$ cat src/rtl/xorshift_prng_arbiter_pkg.sv
// Shared types and constants for the xorshift256+ front-end arbiter.
package xorshift_pkg;

    // Seed is four 64-bit state words {s3,s2,s1,s0}; the core emits one 64-bit word per step.
    localparam int SEED_W = 256;
    localparam int WORD_W = 64;

    // Width of the warm-up step counter (WARMUP may be up to 65535).
    localparam int WARM_W = 16;

    // Controller states: no usable seed, core load, discarded warm-up steps, serving requesters.
    typedef enum logic [1:0] {
        ST_UNSEEDED = 2'd0,
        ST_LOAD     = 2'd1,
        ST_WARMUP   = 2'd2,
        ST_RUN      = 2'd3
    } state_e;

    // Wrapping increment of a round-robin index in the range 0..n-1.
    function automatic int rr_next(input int idx, input int n);
        return (idx + 1 >= n) ? 0 : idx + 1;
    endfunction

endpackage

$ cat src/rtl/xorshift_prng_arbiter_core.sv
// xorshift256+ generator core: 256 bits of state, one step per enabled clock.
// rst loads the seed synchronously; out is the sum s0+s3 of the current state,
// so the word for step n is visible before the edge that advances to step n+1.
module xorshift256_plus
    import xorshift_pkg::*;
(
    input  logic              clk,
    input  logic              rst,
    input  logic [SEED_W-1:0] seed,
    input  logic              en,
    output logic [WORD_W-1:0] out
);

    logic [WORD_W-1:0] s0_q, s1_q, s2_q, s3_q;
    logic [WORD_W-1:0] s0_d, s1_d, s2_d, s3_d;
    logic [WORD_W-1:0] t_shift;
    logic [WORD_W-1:0] s2_mix;
    logic [WORD_W-1:0] s3_mix;

    // Next-state computation of the xorshift256+ step, applied only when enabled.
    always_comb begin
        t_shift = s1_q << 17;
        s2_mix  = s2_q ^ s0_q;
        s3_mix  = s3_q ^ s1_q;
        s0_d    = s0_q;
        s1_d    = s1_q;
        s2_d    = s2_q;
        s3_d    = s3_q;
        if (en) begin
            s1_d = s1_q ^ s2_mix;
            s0_d = s0_q ^ s3_mix;
            s2_d = s2_mix ^ t_shift;
            s3_d = {s3_mix[WORD_W-46:0], s3_mix[WORD_W-1:WORD_W-45]};
        end
    end

    // State register: seed load has priority over stepping.
    always_ff @(posedge clk) begin
        if (rst) begin
            s0_q <= seed[0*WORD_W +: WORD_W];
            s1_q <= seed[1*WORD_W +: WORD_W];
            s2_q <= seed[2*WORD_W +: WORD_W];
            s3_q <= seed[3*WORD_W +: WORD_W];
        end else begin
            s0_q <= s0_d;
            s1_q <= s1_d;
            s2_q <= s2_d;
            s3_q <= s3_d;
        end
    end

    assign out = s0_q + s3_q;

endmodule

$ cat src/rtl/xorshift_prng_arbiter.sv
// Front-end controller that seeds one xorshift256+ core, discards WARMUP steps
// after every seed load, then hands out one 64-bit word per cycle round-robin.
// Delivery handshake: requesters hold req high as a level; a grant in cycle t
// is answered by a one-cycle rnd_valid[g] strobe in cycle t+1 with rnd_data
// qualified by it. There is no back-pressure and nothing is queued.
module xorshift_prng_arbiter
    import xorshift_pkg::*;
#(
    parameter int NUM_REQ = 4,
    parameter int WARMUP  = 16,
    parameter int CNT_W   = 32
)
(
    input  logic               clk,
    input  logic               rst,
    input  logic               seed_valid,
    input  logic [SEED_W-1:0]  seed,
    output logic               seed_err,
    output logic               ready,
    input  logic [NUM_REQ-1:0] req,
    output logic [NUM_REQ-1:0] rnd_valid,
    output logic [WORD_W-1:0]  rnd_data,
    output logic [CNT_W-1:0]   gen_count,
    output state_e             dbg_state
);

    localparam int PTR_W = $clog2(NUM_REQ);
    localparam logic [WARM_W-1:0] WARM_LAST = (WARMUP == 0) ? '0 : WARM_W'(WARMUP - 1);

    state_e              state_q,     state_d;
    logic                seed_err_q,  seed_err_d;
    logic                ready_q,     ready_d;
    logic [NUM_REQ-1:0]  rnd_valid_q, rnd_valid_d;
    logic [WORD_W-1:0]   rnd_data_q,  rnd_data_d;
    logic [CNT_W-1:0]    gen_count_q, gen_count_d;
    logic [PTR_W-1:0]    ptr_q,       ptr_d;
    logic [WARM_W-1:0]   warm_cnt_q,  warm_cnt_d;
    logic [SEED_W-1:0]   seed_lat_q,  seed_lat_d;
    logic                core_rst_q,  core_rst_d;

    logic                core_en;
    logic [WORD_W-1:0]   core_out;
    logic                zero_seed;
    logic                good_seed;
    logic [PTR_W:0]      pick;
    logic                pick_found;
    logic [PTR_W-1:0]    pick_idx;

    // Round-robin pick: first asserted request at index >= p, wrapping; returns {found, index}.
    function automatic logic [PTR_W:0] rr_pick(input logic [NUM_REQ-1:0] r,
                                               input logic [PTR_W-1:0]   p);
        logic             found;
        logic [PTR_W-1:0] idx;
        logic [PTR_W-1:0] jj;
        int               j;
        found = 1'b0;
        idx   = p;
        for (int i = 0; i < NUM_REQ; i++) begin
            j = int'(p) + i;
            if (j >= NUM_REQ) begin
                j = j - NUM_REQ;
            end
            jj = PTR_W'(j);
            if (!found && r[jj]) begin
                found = 1'b1;
                idx   = jj;
            end
        end
        return {found, idx};
    endfunction

    xorshift256_plus u_core (
        .clk  (clk),
        .rst  (core_rst_q),
        .seed (seed_lat_q),
        .en   (core_en),
        .out  (core_out)
    );

    assign zero_seed  = seed_valid && (seed == '0);
    assign good_seed  = seed_valid && (seed != '0);
    assign pick       = rr_pick(req, ptr_q);
    assign pick_found = pick[PTR_W];
    assign pick_idx   = pick[PTR_W-1:0];

    // Next-state and output decode for the seed / warm-up / run sequence.
    always_comb begin
        state_d     = state_q;
        seed_err_d  = zero_seed;
        rnd_valid_d = '0;
        rnd_data_d  = rnd_data_q;
        gen_count_d = gen_count_q;
        ptr_d       = ptr_q;
        warm_cnt_d  = warm_cnt_q;
        seed_lat_d  = seed_lat_q;
        core_rst_d  = 1'b0;
        core_en     = 1'b0;

        case (state_q)
            ST_UNSEEDED: begin
                if (good_seed) begin
                    state_d    = ST_LOAD;
                    seed_lat_d = seed;
                    core_rst_d = 1'b1;
                end
            end
            ST_LOAD: begin
                // Core is loading this cycle; seed_valid is ignored here.
                gen_count_d = '0;
                warm_cnt_d  = '0;
                state_d     = (WARMUP == 0) ? ST_RUN : ST_WARMUP;
            end
            ST_WARMUP: begin
                core_en = 1'b1;
                if (warm_cnt_q == WARM_LAST) begin
                    state_d = ST_RUN;
                end else begin
                    warm_cnt_d = warm_cnt_q + WARM_W'(1);
                end
            end
            ST_RUN: begin
                if (good_seed) begin
                    // Reseed wins over any request in the same cycle.
                    state_d    = ST_LOAD;
                    seed_lat_d = seed;
                    core_rst_d = 1'b1;
                end else if (pick_found) begin
                    core_en     = 1'b1;
                    rnd_valid_d = NUM_REQ'(1) << pick_idx;
                    rnd_data_d  = core_out;
                    gen_count_d = gen_count_q + CNT_W'(1);
                    ptr_d       = PTR_W'(rr_next(int'(pick_idx), NUM_REQ));
                end
            end
            default: begin
                state_d = ST_UNSEEDED;
            end
        endcase

        ready_d = (state_d == ST_RUN);
    end

    // Controller state and registered outputs; rst does not touch the core itself.
    always_ff @(posedge clk) begin
        if (rst) begin
            state_q     <= ST_UNSEEDED;
            seed_err_q  <= 1'b0;
            ready_q     <= 1'b0;
            rnd_valid_q <= '0;
            rnd_data_q  <= '0;
            gen_count_q <= '0;
            ptr_q       <= '0;
            warm_cnt_q  <= '0;
            seed_lat_q  <= '0;
            core_rst_q  <= 1'b0;
        end else begin
            state_q     <= state_d;
            seed_err_q  <= seed_err_d;
            ready_q     <= ready_d;
            rnd_valid_q <= rnd_valid_d;
            rnd_data_q  <= rnd_data_d;
            gen_count_q <= gen_count_d;
            ptr_q       <= ptr_d;
            warm_cnt_q  <= warm_cnt_d;
            seed_lat_q  <= seed_lat_d;
            core_rst_q  <= core_rst_d;
        end
    end

    assign seed_err  = seed_err_q;
    assign ready     = ready_q;
    assign rnd_valid = rnd_valid_q;
    assign rnd_data  = rnd_data_q;
    assign gen_count = gen_count_q;
    assign dbg_state = state_q;

endmodule

$ cat config.mk
export PLATFORM = sky130hd
export DESIGN_NAME = xorshift_prng_arbiter
export DESIGN_NICKNAME = d
export VERILOG_FILES = /design/src/rtl/xorshift_prng_arbiter_pkg.sv /design/src/rtl/xorshift_prng_arbiter_core.sv /design/src/rtl/xorshift_prng_arbiter.sv
export SDC_FILE = /design/constraint.sdc
export NUM_CORES = 2
export LEC_CHECK = 0
export BUFFER_PORTS_ARGS = -buffer_cell sky130_fd_sc_hd__clkbuf_2
export CAP_MARGIN = 10
export CORE_MARGIN = 3
export CORE_UTILIZATION = 44
export DETAILED_ROUTE_END_ITERATION = 10
export GPL_TIMING_DRIVEN = 0
export PLACE_DENSITY = 0.62
export SLEW_MARGIN = 15
export SYNTH_ARGS = -nofsm -noshare
export SYNTH_HDL_FRONTEND = slang
export SYNTH_SLANG_ARGS = --single-unit
$ cat constraint.sdc
create_clock -name clk -period 19.4 [get_ports clk]
set_input_delay 3.88 -clock clk [delete_from_list [all_inputs] [get_ports clk]]
set_output_delay 3.88 -clock clk [all_outputs]
set_load 0.05 [all_outputs]
* Word-level counts from Yosys, hierarchy flattened *
Index checks and enable logic that the tools add are counted.

operators by class
  shift operators = 1
  eq/ne operators = 8
  bitwise gates (word level) = 9
  add/subtract/negate cells = 11
  muxes and demuxes = 41
  $lt $le $gt $ge = 9
  reduce and logical (&&, ||, !) cells = 21

operators by type and width
  operator                 number
  $mux W64                 8
  $xor A64 B64 Y64         5
  $logic_not A256 Y1       1
  $reduce_bool A256 Y1     1
  $add A64 B64 Y64         1
  $mux W32                 2
  $pmux W32 S2             1
  $add A32 B1 Y32 const B  1
  $pmux W16 S2             1
  $mux W2                  11
  $add A16 B1 Y16 const B  1
  $eq A16 B4 Y1 const B    1
  $mux W16                 1
  $ge A3 B3 Y1 const B     4
  $lt A2 B3 Y1 const B     4
  $mux W1                  11
  $bmux W1 S2              4
  $sub A2 B1 Y2 const B    4
  $add A2 B1 Y3 const B    2
  $add A2 B2 Y3 const B    2
  $eq A2 B2 Y1 const B     3
  $ne A2 B2 Y1 const B     3
  $pmux W2 S3              1
  $reduce_and A3 Y1        2
  12 further kinds         25

word-level totals
  bits in registers = 635
  output and inout port bits = 104
  word-level logic and storage cells = 114

* Depth between registers and ports, before layout *
  depth after elaboration = 19
  gate-level depth with buffers = 12
  depth with buffers taken out = 12

* Hierarchy *
Synthesis repeated with hierarchy kept, for this count alone.

unflattened totals
  cells, all modules = 3437
  area total of the unflattened synthesis = 31427.6 µm²

by module, submodules not included
  module                 area each (µm²)  instances  cells each
  xorshift256_plus       16683.5          1          1585
  xorshift_prng_arbiter  14744.1          1          1852

* Least setup slack after synthesis *
Ideal clock, no wire load.

  path kind = in2reg
  start = input port seed[135]
  end = register u_core.s0_q[0] (enable)
  path slack = 7936 ps
  library setup time = 632 ps
  path buffers = 1
  cell stages on the path = 8
  data arrival time = 10832 ps
  data required time = 18768 ps
  path through = nor4_1 -> nand4_1 -> nor4_1 -> nand4_1 -> and2_1 -> clkbuf_1 -> nor2_1 -> or3_1

between the ends
  word-level cells in the longest chain between the ends = 5

ends and longest elaborated chain
  item                          RTL line                          text
  start, declared               xorshift_prng_arbiter.sv:17       input logic [SEED_W-1:0] seed,
  $reduce_bool A256 Y1          xorshift_prng_arbiter.sv:81       assign good_seed = seed_valid && (seed != '0);
  $logic_and A1 B1 Y1           xorshift_prng_arbiter.sv:81
  $mux W1                       xorshift_prng_arbiter.sv:122      if (good_seed) begin
  $pmux W1 S2                   xorshift_prng_arbiter.sv:99       case (state_q)
  $reduce_bool A2 Y1 (no line)  -
  end signal, assigned          xorshift_prng_arbiter_core.sv:40  s0_q <= seed[0*WORD_W +: WORD_W];
  end, declared                 xorshift_prng_arbiter_core.sv:14  logic [WORD_W-1:0] s0_q, s1_q, s2_q, s3_q;

Every way passes these cells.
A chain may end at the register's enable or synchronous reset.

* Final worst setup path *
  start = input port seed[198]
  end = register u_core.s1_q[34] (enable)

between the ends
  word-level cells in the longest chain between the ends = 5

ends and longest elaborated chain
  item                          RTL line                          text
  $reduce_bool A256 Y1          xorshift_prng_arbiter.sv:81
  $logic_and A1 B1 Y1           xorshift_prng_arbiter.sv:81
  $mux W1                       xorshift_prng_arbiter.sv:122
  $pmux W1 S2                   xorshift_prng_arbiter.sv:99
  $reduce_bool A2 Y1 (no line)  -
  end signal, assigned          xorshift_prng_arbiter_core.sv:41  s1_q <= seed[1*WORD_W +: WORD_W];
  end, declared                 xorshift_prng_arbiter_core.sv:14

Every way passes these cells.

==> metrics.cfg <==
[worst_setup_path]
slowest_delay_ns = 0.97
crit_required_ns = 19.69
path_cells = clkbuf_2, nor4_1, nand4_1, nor4_1, nand4_1, and2_1, clkbuf_1, nor2_1, or3_4, buf_16, buf_16
critical_path_class = in -> reg
crit_path_top_delay_cell = nor4_1
cp.arrival_ns = 9.50
end_kind = flip-flop
worstSetupStartpointType = input port
cp_max_fo = 59
r2r_slack_ns = 14.55

[outcome]
outcome = finished clean

[place]
dpl_worst_slack_ns = 9.68
dp_hpwl_um = 92800
placedInstanceArea_mm2 = 0.0339
gp_congestion = 0.966
portBuffers = 366

[logic_synthesis]
synth_common_cells = nand2_1 (863), a21oi_1 (381), dfxtp_1 (379), edfxtp_1 (256), o21ai_0 (233)
synthTopCellsByArea = edfxtp_1 (25%), dfxtp_1 (25%), nand2_1 (11%)
synth_top_area_cell = edfxtp_1
yosysUniqueCellTypes = 63
synth.avg_cell_area_um2 = 9.08
syn_area_mm2 = 0.0308
syn_inst = 3390
yosys.area.top_type_share_pct = 25.0
ys_ff_latch = 635
synth_fp_nets = 3722
yosysMostFrequentCell = nand2_1
yosysSeqAreaShare_pct = 49.6
ys.flop_type = dfxtp_1
yosys_warnings = 0
synthArstFlopShare_pct = 0
synth-edff-count = 256

[sta]
rsz0062_at_grt = false
clock_skew_ns = 0.0349
hold_viol = 0
finalCritPeriodShare_pct = 47.5
layout_setup_ws_ns = 10.19
slew_headroom_pct = 21.2
tns_ns = 0
worstMarginPinSlew_ns = 1.18
clock.fmax_mhz = 109
final-setup-viol-count = 0
fin_crit_ns = 9.21
final-max-slew-violation-count = 0

[route]
drtIter0Drc = 3428
final_antenna_net_count = 0
wire_per_inst_um = 23.9
vias = 26820
via_per_inst = 5.56
firstDrtPassIters = 5
wirelength_um = 115000
drc_errors = 0

[global_routing]
globalRouteTotalUtil_pct = 30.5
first_global_vias = 24961
grt_overflow = 0
antenna_found_initial = 4
grt_pass1_wl_um = 165000
grt_max_degree = 60

[power]
vdd_drop_max_v = 0.0000905
pwr_density_cell_mw_per_mm2 = 207
leakage_uw = 0.0134

[clock_tree]
cts_sinks = 635
cts_buffers = 71
cts-hold-fix-buffers = 0
root_buffer = clkbuf_16
htreeDepth = 3
cts_resized = 0
cts_setup_buffers = 0
clockBufferDepth = 3
cts_tree = done
clkTransAtPathRegs_ns = 0.06
insertion_delay_ns = 0.64

[final_layout]
drive_above_1_share_pct = 14.8
area_growth_pct = 17.7
stdcell_area_mm2 = 0.0362
nets = 4165
fill_cells = 6663

[die]
dieArea_mm2 = 0.0732
rows = 96
start_util_pct = 44.7
core_area_mm2 = 0.0689
io_pins = 367
die_y_um = 271
dieWidth_um = 271

[flow_run]
drv_cap = 0

[min_path]
hold_path.class = reg -> reg

[layer usage]
layer | up-vias | GRT usage, % | share of wire [%] | routed length [µm]
met5 | - | 0 | 0 | 0
met2 | 1314 | 47.4 | 44 | 50800
met3 | 195 | 4.55 | 9.2 | 10600
met4 | 0 | 13.1 | 4.8 | 5580
li1 | 12633 | - | - | -
met1 | 12678 | 42.6 | 42 | 48300
[final timing paths]
path / start / to / depth (start not counted)
min reg2reg: rnd_data[61]$_SDFFE_PP0P_ / rnd_data[61]$_SDFFE_PP0P_ / 2
max reg2reg: core_rst_q$_SDFF_PP0_ / u_core.s1_q[34]$_DFFE_PP_ / 7
min: rnd_data[61]$_SDFFE_PP0P_ / rnd_data[61]$_SDFFE_PP0P_ / 2
max: seed[198] / u_core.s1_q[34]$_DFFE_PP_ / 11
[critical path, delay by kind of cell]
| kind | cells | cell delay, ns |
|---|---|---|
| AND/OR/NAND/NOR | 7 | 4.51 |
| buffers and inverters | 4 | 0.97 |
[cell type report]
cell class	instances	area, µm²	share of cell area (%)
buffer	198	752	2.08
clock buffer	100	2020	5.57
timing repair buffer	370	1940	5.36
inverter	19	71.3	0.197
tap	931	1160	3.22
sequential	635	15300	42.2
multi-input combinational	2538	14700	40.6
clock inverter	29	292	0.805
antenna	2	5.00	0.0138
[flip-flops by register name, summed over array words and instances (netlist names)]
register / cells
core_rst_q: 1
dbg_state: 2
gen_count: 32
ptr_q: 2
ready: 1
rnd_data: 64
rnd_valid: 4
seed_err: 1
seed_lat_q: 256
u_core.s0_q: 64
u_core.s1_q: 64
u_core.s2_q: 64
u_core.s3_q: 64
warm_cnt_q: 16
[logic make-up (layout without fill, tap and decap cells)]
group                    count (synthesis)  count (layout)  share of synthesized area, %
AND/OR/NAND/NOR                       1235            1235                          17.1
AO/OA/AOI/OAI                          752             752                          13.5
flip-flops                             635             635                          49.6
XOR/XNOR                               401             401                          11.4
buffers and inverters                  217             716                          2.67
multiplexers                            81              81                          2.96
adder cells (fa/ha/maj)                 69              69                          2.83
other                                    0               2                             0
[per-stage QoR]
step,hold WS (ns),utilization [%],total power [µW],cells
3_5_place_dp,0.443,49.2,6050,4691
5_1_grt,0.466,52.5,7890,4822
2_1_floorplan,0.433,-,4910,3390
3_3_place_gp,0.436,49.0,6080,4687
4_1_cts,0.451,52.5,7410,4820
6_report,0.447,52.5,7490,4822
[cell usage in the layout, fill, tap and decap left out, drive strengths merged, types with 30 or more instances in the layout]
cell / count
nand2: 863
clkbuf: 659
a21oi: 382
dfxtp: 379
edfxtp: 256
o21ai: 235
xnor2: 223
xor2: 178
nor2: 112
mux2: 80
nor4: 74
ha: 68
nand4: 47
nand3: 39
a21o: 35
nor3: 30
[power by group]
part / internal [µW] / leakage (µW) / switching (µW) / total, µW
clock: 773 / 0.00114 / 570 / 1340
sequential: 2090 / 0.00554 / 572 / 2660
combinational: 1360 / 0.00669 / 2120 / 3490
Power figures use the tool's default switching activity.
